<file path="src/rtl/bram_weight_loader_if.sv">
// Word stream into the weight BRAM fill stage: valid/ready with an end-of-transfer marker.
interface bram_weight_loader_if #(
  parameter int AXI_DATA_WIDTH = 32
);
  logic [AXI_DATA_WIDTH-1:0] s_data;
  logic                      s_valid;
  logic                      s_last;
  logic                      s_ready;

  // Word producer side
  modport master (
    output s_data,
    output s_valid,
    output s_last,
    input  s_ready
  );

  // Loader side
  modport slave (
    input  s_data,
    input  s_valid,
    input  s_last,
    output s_ready
  );
endinterface

</file>
<file path="src/rtl/bram_weight_loader.sv">
// Packs a 32-bit word stream into 5*MAC_NUM-bit lines and writes them to
// consecutive weight BRAM addresses, then flags the load as complete.
module bram_weight_loader #(
  parameter int MAC_NUM            = 256,
  parameter int BRAM_ADDRESS_WIDTH = 12,
  parameter int AXI_DATA_WIDTH     = 32
) (
  input  logic                            clk,
  input  logic                            rst_n,
  input  logic                            start,
  input  logic [BRAM_ADDRESS_WIDTH-1:0]   base_addr,
  input  logic [BRAM_ADDRESS_WIDTH:0]     num_lines,
  bram_weight_loader_if.slave             s_if,
  output logic                            bram_en,
  output logic                            bram_we,
  output logic [BRAM_ADDRESS_WIDTH-1:0]   bram_addr,
  output logic [5*MAC_NUM-1:0]            bram_wdata,
  output logic                            busy,
  output logic                            done,
  output logic                            weights_ready,
  output logic                            error
);

  localparam int LINE_W         = 5 * MAC_NUM;
  localparam int WORDS_PER_LINE = LINE_W / AXI_DATA_WIDTH;
  localparam int WCW            = (WORDS_PER_LINE > 1) ? $clog2(WORDS_PER_LINE) : 1;
  localparam int LCW            = BRAM_ADDRESS_WIDTH + 1;

  typedef enum logic [1:0] {IDLE, FILL, WRITE, DONE} state_e;

  state_e                          state_q, state_d;
  logic [BRAM_ADDRESS_WIDTH-1:0]   addr_q, addr_d;
  logic [LCW-1:0]                  lines_q, lines_d;
  logic [WCW-1:0]                  word_q, word_d;
  logic [LINE_W-1:0]               buf_q, buf_d;
  logic                            error_q, error_d;
  logic                            ready_q, ready_d;

  logic hs;
  logic last_word;
  logic final_word;

  // Handshake and line/transfer position decode
  always_comb begin
    hs         = s_if.s_valid && (state_q == FILL);
    last_word  = (word_q == WCW'(WORDS_PER_LINE - 1));
    final_word = last_word && (lines_q == LCW'(1));
  end

  // State register
  always_ff @(posedge clk or negedge rst_n) begin
    if (!rst_n) state_q <= IDLE;
    else        state_q <= state_d;
  end

  // Datapath registers: address/line/word counters, line buffer, status flags
  always_ff @(posedge clk or negedge rst_n) begin
    if (!rst_n) begin
      addr_q  <= '0;
      lines_q <= '0;
      word_q  <= '0;
      buf_q   <= '0;
      error_q <= 1'b0;
      ready_q <= 1'b0;
    end else begin
      addr_q  <= addr_d;
      lines_q <= lines_d;
      word_q  <= word_d;
      buf_q   <= buf_d;
      error_q <= error_d;
      ready_q <= ready_d;
    end
  end

  // Next-state decision
  always_comb begin
    state_d = state_q;
    case (state_q)
      IDLE:  if (start) state_d = (num_lines == '0) ? DONE : FILL;
      FILL:  if (hs) begin
               if (s_if.s_last && !final_word) state_d = IDLE;
               else if (last_word)             state_d = WRITE;
             end
      WRITE: state_d = (lines_q == LCW'(1)) ? DONE : FILL;
      DONE:  state_d = IDLE;
      default: state_d = IDLE;
    endcase
  end

  // Datapath updates; weights_ready is raised alongside the move into DONE so it
  // coincides with the done pulse
  always_comb begin
    addr_d  = addr_q;
    lines_d = lines_q;
    word_d  = word_q;
    buf_d   = buf_q;
    error_d = error_q;
    ready_d = ready_q;
    case (state_q)
      IDLE: if (start) begin
        addr_d  = base_addr;
        lines_d = num_lines;
        word_d  = '0;
        error_d = 1'b0;
        ready_d = (num_lines == '0);
      end
      FILL: if (hs) begin
        buf_d[int'(word_q)*AXI_DATA_WIDTH +: AXI_DATA_WIDTH] = s_if.s_data;
        if (s_if.s_last && !final_word) begin
          error_d = 1'b1;
          word_d  = '0;
        end else if (last_word) begin
          word_d = '0;
        end else begin
          word_d = word_q + WCW'(1);
        end
      end
      WRITE: begin
        addr_d  = addr_q + BRAM_ADDRESS_WIDTH'(1);
        lines_d = lines_q - LCW'(1);
        if (lines_q == LCW'(1)) ready_d = 1'b1;
      end
      default: ;
    endcase
  end

  // Outputs decoded from the current state and registered datapath
  always_comb begin
    s_if.s_ready  = (state_q == FILL);
    busy          = (state_q == FILL) || (state_q == WRITE);
    bram_en       = (state_q == WRITE);
    bram_we       = (state_q == WRITE);
    done          = (state_q == DONE);
    bram_addr     = addr_q;
    bram_wdata    = buf_q;
    weights_ready = ready_q;
    error         = error_q;
  end

endmodule

</file>
<file path="src/flat_wrapper.sv">
// flat-port wrapper written by rule: the top's interface ports become plain ports
module bram_weight_loader_flat 
#(
  parameter int MAC_NUM            = 256,
  parameter int BRAM_ADDRESS_WIDTH = 12,
  parameter int AXI_DATA_WIDTH     = 32
)
  (clk, rst_n, start, base_addr, num_lines, bram_en, bram_we, bram_addr, bram_wdata, busy, done, weights_ready, error, s_if_s_data, s_if_s_valid, s_if_s_last, s_if_s_ready);
  bram_weight_loader_if #(.AXI_DATA_WIDTH(AXI_DATA_WIDTH)) s_if_i ();
  input  logic clk;
  input  logic rst_n;
  input  logic start;
  input  logic [BRAM_ADDRESS_WIDTH-1:0] base_addr;
  input  logic [BRAM_ADDRESS_WIDTH:0] num_lines;
  output logic bram_en;
  output logic bram_we;
  output logic [BRAM_ADDRESS_WIDTH-1:0] bram_addr;
  output logic [5*MAC_NUM-1:0] bram_wdata;
  output logic busy;
  output logic done;
  output logic weights_ready;
  output logic error;
  input wire logic [$bits(s_if_i.s_data)-1:0] s_if_s_data;
  input wire logic [$bits(s_if_i.s_valid)-1:0] s_if_s_valid;
  input wire logic [$bits(s_if_i.s_last)-1:0] s_if_s_last;
  output wire logic [$bits(s_if_i.s_ready)-1:0] s_if_s_ready;
  assign s_if_i.s_data = s_if_s_data;
  assign s_if_i.s_valid = s_if_s_valid;
  assign s_if_i.s_last = s_if_s_last;
  assign s_if_s_ready = s_if_i.s_ready;
  bram_weight_loader #(.MAC_NUM(MAC_NUM), .BRAM_ADDRESS_WIDTH(BRAM_ADDRESS_WIDTH), .AXI_DATA_WIDTH(AXI_DATA_WIDTH)) u_core (.clk(clk), .rst_n(rst_n), .start(start), .base_addr(base_addr), .num_lines(num_lines), .s_if(s_if_i), .bram_en(bram_en), .bram_we(bram_we), .bram_addr(bram_addr), .bram_wdata(bram_wdata), .busy(busy), .done(done), .weights_ready(weights_ready), .error(error));
endmodule
</file>
<file path="config.mk">
export PLATFORM = sky130hd
export DESIGN_NAME = bram_weight_loader_flat
export DESIGN_NICKNAME = d
export VERILOG_FILES = /design/src/rtl/bram_weight_loader_if.sv /design/src/rtl/bram_weight_loader.sv /design/src/flat_wrapper.sv
export SDC_FILE = /design/constraint.sdc
export NUM_CORES = 2
export LEC_CHECK = 0
export ABC_AREA = 0
export ABC_CLOCK_PERIOD_IN_PS = 4100
export CAP_MARGIN = 10
export CORE_AREA = 4 4 521 523
export CTS_CLUSTER_SIZE = 25
export DETAILED_ROUTE_END_ITERATION = 8
export DIE_AREA = 0 0 525 527
export PLACE_DENSITY_LB_ADDON = 0.15
export SLEW_MARGIN = 5
export SYNTH_ARGS = -nofsm -noshare
export SYNTH_HDL_FRONTEND = slang
export SYNTH_SLANG_ARGS = --single-unit
</file>
<file path="constraint.sdc">
create_clock -name clk -period 4.1 [get_ports clk]
set_clock_uncertainty 0.1 [all_clocks]
set_input_delay 0.41 -clock clk [delete_from_list [all_inputs] [get_ports clk]]
set_output_delay 0.41 -clock clk [all_outputs]
set_load 0.02 [all_outputs]
</file>
Word level (Yosys, flattened, before mapping)
Cells that the tools add are included.
{ "totals": {"output_inout_bits": 1299, "elab_cells": 62, "regBits": 1315} }
{ "op_classes": {"n_addsub": 4, "mux": 24, "n_shift": 2, "eq_ne": 10, "n_reduce_logical": 15} }
{ "ops": {"columns": ["cell", "count"], "rows": [
  ["$bwmux 1280", 1],
  ["$shift 32x33->1280 const A", 1],
  ["$shiftx 32x33->1280", 1],
  ["$neg 11->33", 1],
  ["$pmux 13 s2", 1],
  ["$mux 6", 4],
  ["$pmux 12 s2", 1],
  ["$eq 13x1->1 const B", 1],
  ["$logic_not 13->1", 1],
  ["$mux 13", 1],
  ["$sub 13x1->13 const B", 1],
  ["$add 12x1->12 const B", 1],
  ["$mux 12", 1],
  ["$mux 2", 6],
  ["$pmux 6 s2", 1],
  ["$reduce_and 3->1", 3],
  ["$pmux 2 s4", 1],
  ["$add 6x1->6 const B", 1],
  ["$eq 6x6->1 const B", 1],
  ["$ne 2x1->1 const B", 3],
  ["$mux 1", 5],
  ["$eq 2x2->1 const B", 2],
  ["$pmux 1 s2", 2],
  ["$reduce_and 2->1", 2],
  ["other kinds (9)", 12]
]} }

Longest topological paths before layout
{ "depth": {"word_depth": 7, "depth_mapped": 12} }

Worst setup path after synthesis
Ideal clock, no wire load.
{ "synth_timing": {"kind": "register to register", "startpoint": "register u_core.word_q[3]", "endpoint": "register u_core.buf_q[1218], in the netlist u_core.bram_wdata[1218]", "path_buffers": 2, "setup_ns": 0.125, "setup_slack_ns": 1.184, "t_required_ns": 3.875, "arrival_ns": 2.691, "path_stages_with_launch": 11, "path_cell_list": "dfrtp_1 > buf_2 > nor2_1 > and2_1 > ha_1 > nand3b_1 > a211oi_2 > nand2_4 > nor4_4 > buf_6 > mux2_2"} }
{ "synth_between": {"elab_chain_len": 3, "word_cells_on_any_way": 4} }
{ "synth_rtl": {"columns": ["item", "line", "rtl"], "rows": [
  ["start: declaration", "bram_weight_loader.sv:34", "logic [WCW-1:0] word_q, word_d;"],
  ["start signal: assignment", "bram_weight_loader.sv:68", "word_q <= word_d;"],
  ["$neg 11->33 *", "bram_weight_loader.sv:108", "buf_d[int'(word_q)*AXI_DATA_WIDTH +: AXI_DATA_WIDTH] = s_if.s_data;"],
  ["$shiftx 32x33->1280 / $shift 32x33->1280 (equally long branches)", "bram_weight_loader.sv:108", null],
  ["$bwmux 1280 *", "bram_weight_loader.sv:108", null],
  ["end signal: assignment", "bram_weight_loader.sv:69", "buf_q <= buf_d;"],
  ["end: declaration", "bram_weight_loader.sv:35", "logic [LINE_W-1:0] buf_q, buf_d;"]
]} }
Every way passes the cells marked *; elsewhere a longest branch is shown, timed or not.
A chain may end at the register's enable or synchronous reset.

Worst setup path after layout
{ "layout_timing": {"startpoint": "register u_core.word_q[0]", "endpoint": "register u_core.buf_q[721], in the netlist u_core.bram_wdata[721]"} }
The elaborated chain is that of the path after synthesis.

==> results.ini <==
[critical_path]
required_ns=4.68
crit_type=register to register
crit_start=u_core.word_q[0]
reg2reg_slack_ns=0.37
startpoint_type=register
crit_arrival_ns=4.31
r2r_cells=8
worst_setup_path_end_kind=register
crit_fanout=20
r2r_end=u_core.bram_wdata[721]
endpoint=u_core.bram_wdata[721]
worstReg2RegStart=u_core.word_q[0]

[global_route]
overflow=0
grt_pass1_vias=36800
grt_max_degree=122
antenna_found_initial=30
grt_util_all_layers_pct=17.93
grt_pass1_wl_mm=343.5

[sta]
drv_slew=0
layout_setup_ws_ns=0.3686
finalSetupViolCount=0
finalCritPeriodShare_pct=91.01
worstMarginPinSlew_ns=1.068
finalSetupTns_ns=0
finalHoldViolCount=0
period_minus_slack_ns=3.731
maxSlewHeadroom_pct=28.81
rsz0062_at_grt=false
fmax_mhz=268.0

[detailed_routing]
ant_nets=0
avgRoutedWirePerCell_um=30.00
drc_errors=0
drtIter0Drc=1434
vias=34230
routed_wl_mm=254.9
vias_per_cell=4.029
first_pass_iters=4

[logic_synthesis]
async_reset_ff_share_pct=100.0
synth.area.top_cells=dfrtp_1 65%, mux2_2 25%, nand2_1 1.7%
synth_flop_cell=dfrtp_1
synth-seq-cells=1315
yosysWarnings=0
synth_edf_count=0
synth_top_cell_area_share_pct=64.99
synth.net_count=3466
seq_area_frac_synth_pct=64.99
synthDistinctLibCells=56
synth_area_um2=50630
syn_area_per_cell_um2=14.92
yosys.area.top_type=dfrtp_1
syn_inst=3394

[cts]
cts.sinks=1315
root_buffer=clkbuf_16
cts_tree=yes
path_clk_slew_ns=0.06
clockBufferDepth=4
htreeDepth=4
cts_made_buffers=172
cts_resized=0
clkLatencyLatePin_ns=0.84

[power_and_ir_drop]
switching_share_pct=27.77
power_frac_comb_pct=12.2
power.internal_mw=23.43
p_leak_nw=34.30
p_seq_share_pct=42.3
clock_power_share_pct=45.5
irDropWorstVdd_mv=0.2820
power-per-cell-area_nw_per_um2=435.1
p_switching_mw=9.009

[final_layout]
layout_commonest_cell=clkdlybuf4s50_1
final_nets=4891
area_delta_synth_final_pct=47.28
final_area_um2=74570
drive_above_1_share_pct=32.20
layout_common_cells=1,327 x clkdlybuf4s50_1, 1,315 x dfrtp_1, 1,123 x mux2_2

[placement]
dp_hpwl_mm=181.1
dpl_worst_slack_ns=0.2329
portBuffers=1360
place_area_um2=69070
place_congestion=0.7412

[floorplanning]
core.rowCount=190
die-height_um=527
initial_core_util_pct=18.97
dieArea_um2=276700
core_um2=267000
io_pins=1361
die_w_um=525

[hold_path]
hold_class=input port to async pin

[job]
maxCapViolations=0

[outcome]
status=finished, final reports clean

==> metal layers <==
metal | GRT usage (%) | routed length, um | up-vias
li1 | - | - | 14690
met4 | 4.780 | 7264 | 0
met1 | 20.83 | 101600 | 18000
met2 | 30.45 | 122400 | 1254
met5 | 0 | 0 | -
met3 | 7.362 | 23660 | 282
==> critical path: stages, from the launching register on <==
cell,delay [ns]
dfrtp_1,0.54
inv_1,0.18
ha_1,0.38
nor3b_2,0.37
mux2i_1,0.23
nor2_1,0.58
nand3_2,0.57
buf_12,0.37
mux2_2,0.29
==> through the flow <==
stage | util (%) | power [mW] | hold WS, ns | cells
global route | 27.93 | 33.96 | 0.02935 | 8491
CTS | 27.93 | 33.17 | 0.003400 | 8490
detailed placement | 25.87 | 18.01 | 0.3065 | 8187
finish | 27.93 | 32.44 | 0.01848 | 8497
global placement | 25.87 | 17.99 | 0.3068 | 8187
floorplan | - | 15.74 | 0.01441 | 3394
==> worst min path at each step <==
stage	depth (start not counted)	endpoint	from	slack, ns
after floorplan	0	u_core.bram_addr[0]	rst_n	0.01
after global placement	1	u_core.bram_wdata[180]	rst_n	0.31
after detailed placement	1	u_core.bram_wdata[180]	rst_n	0.31
after CTS	3	u_core.bram_addr[8]	base_addr[8]	0.003
after global routing	2	u_core.bram_wdata[180]	rst_n	0.03
final	2	u_core.bram_wdata[180]	rst_n	0.02
==> layout make-up <==
| type | count | area, um2 |
|---|---|---|
| well taps | 3552 | 4444 |
| repair buffers | 1515 | 15140 |
| clock buffers | 268 | 5097 |
| multi-input cells | 1801 | 16620 |
| clock inverters | 25 | 290.3 |
| diodes | 7 | 17.52 |
| flip-flops and latches | 1315 | 32910 |
| inverters | 14 | 52.55 |
| fillers | 27410 | 192400 |
==> cell families after synthesis <==
family | after synthesis | synth area share (%)
flip-flops | 1315 | 64.99
AND/OR/NAND/NOR | 401 | 3.858
AO/OA/AOI/OAI | 222 | 2.404
buffers and inverters | 278 | 2.573
XOR/XNOR | 5 | 0.08651
multiplexers | 1163 | 25.84
adder cells (fa/ha/maj) | 10 | 0.2471
==> state kept, by name, indices dropped and copies added, names as in the netlist <==
register / flops
u_core.error: 1
u_core.weights_ready: 1
u_core.state_q: 2
u_core.lines_q: 13
u_core.bram_wdata: 1280
u_core.bram_addr: 12
u_core.word_q: 6
==> synthesized netlist by cell type, drive strengths merged, types with 3 or more instances <==
library cell  number
dfrtp           1315
nor3b              4
o21ai            154
buf              125
nor3              17
nand2b             4
inv               14
nor4               8
clkbuf           139
a211oi             4
or2                3
and2              37
xor2               3
nor2              34
a21oi             27
o211ai             3
mux2i             11
and3               8
o31ai              3
nand3b             3
nand3             30
nand2            230
ha                10
or4                3
o22ai             19
mux2            1152
nand4              6
a31o               3
nor2b              8
==> power groups by stage <==
stage	clock [mW]	sequential (mW)	combinational [mW]
detailed placement	0	13.9	4.07
floorplan	0	14.2	1.51
global route	15.9	13.8	4.34
finish	14.8	13.7	3.96
CTS	15.4	13.7	4.09
global placement	0	13.9	4.07
==> what timing repair did <==
item                                   CTS  global route
hold buffers                            10             0
setup buffers                            0             0
endpoints found under the hold margin  158             0
Power figures use the tool's default switching activity.
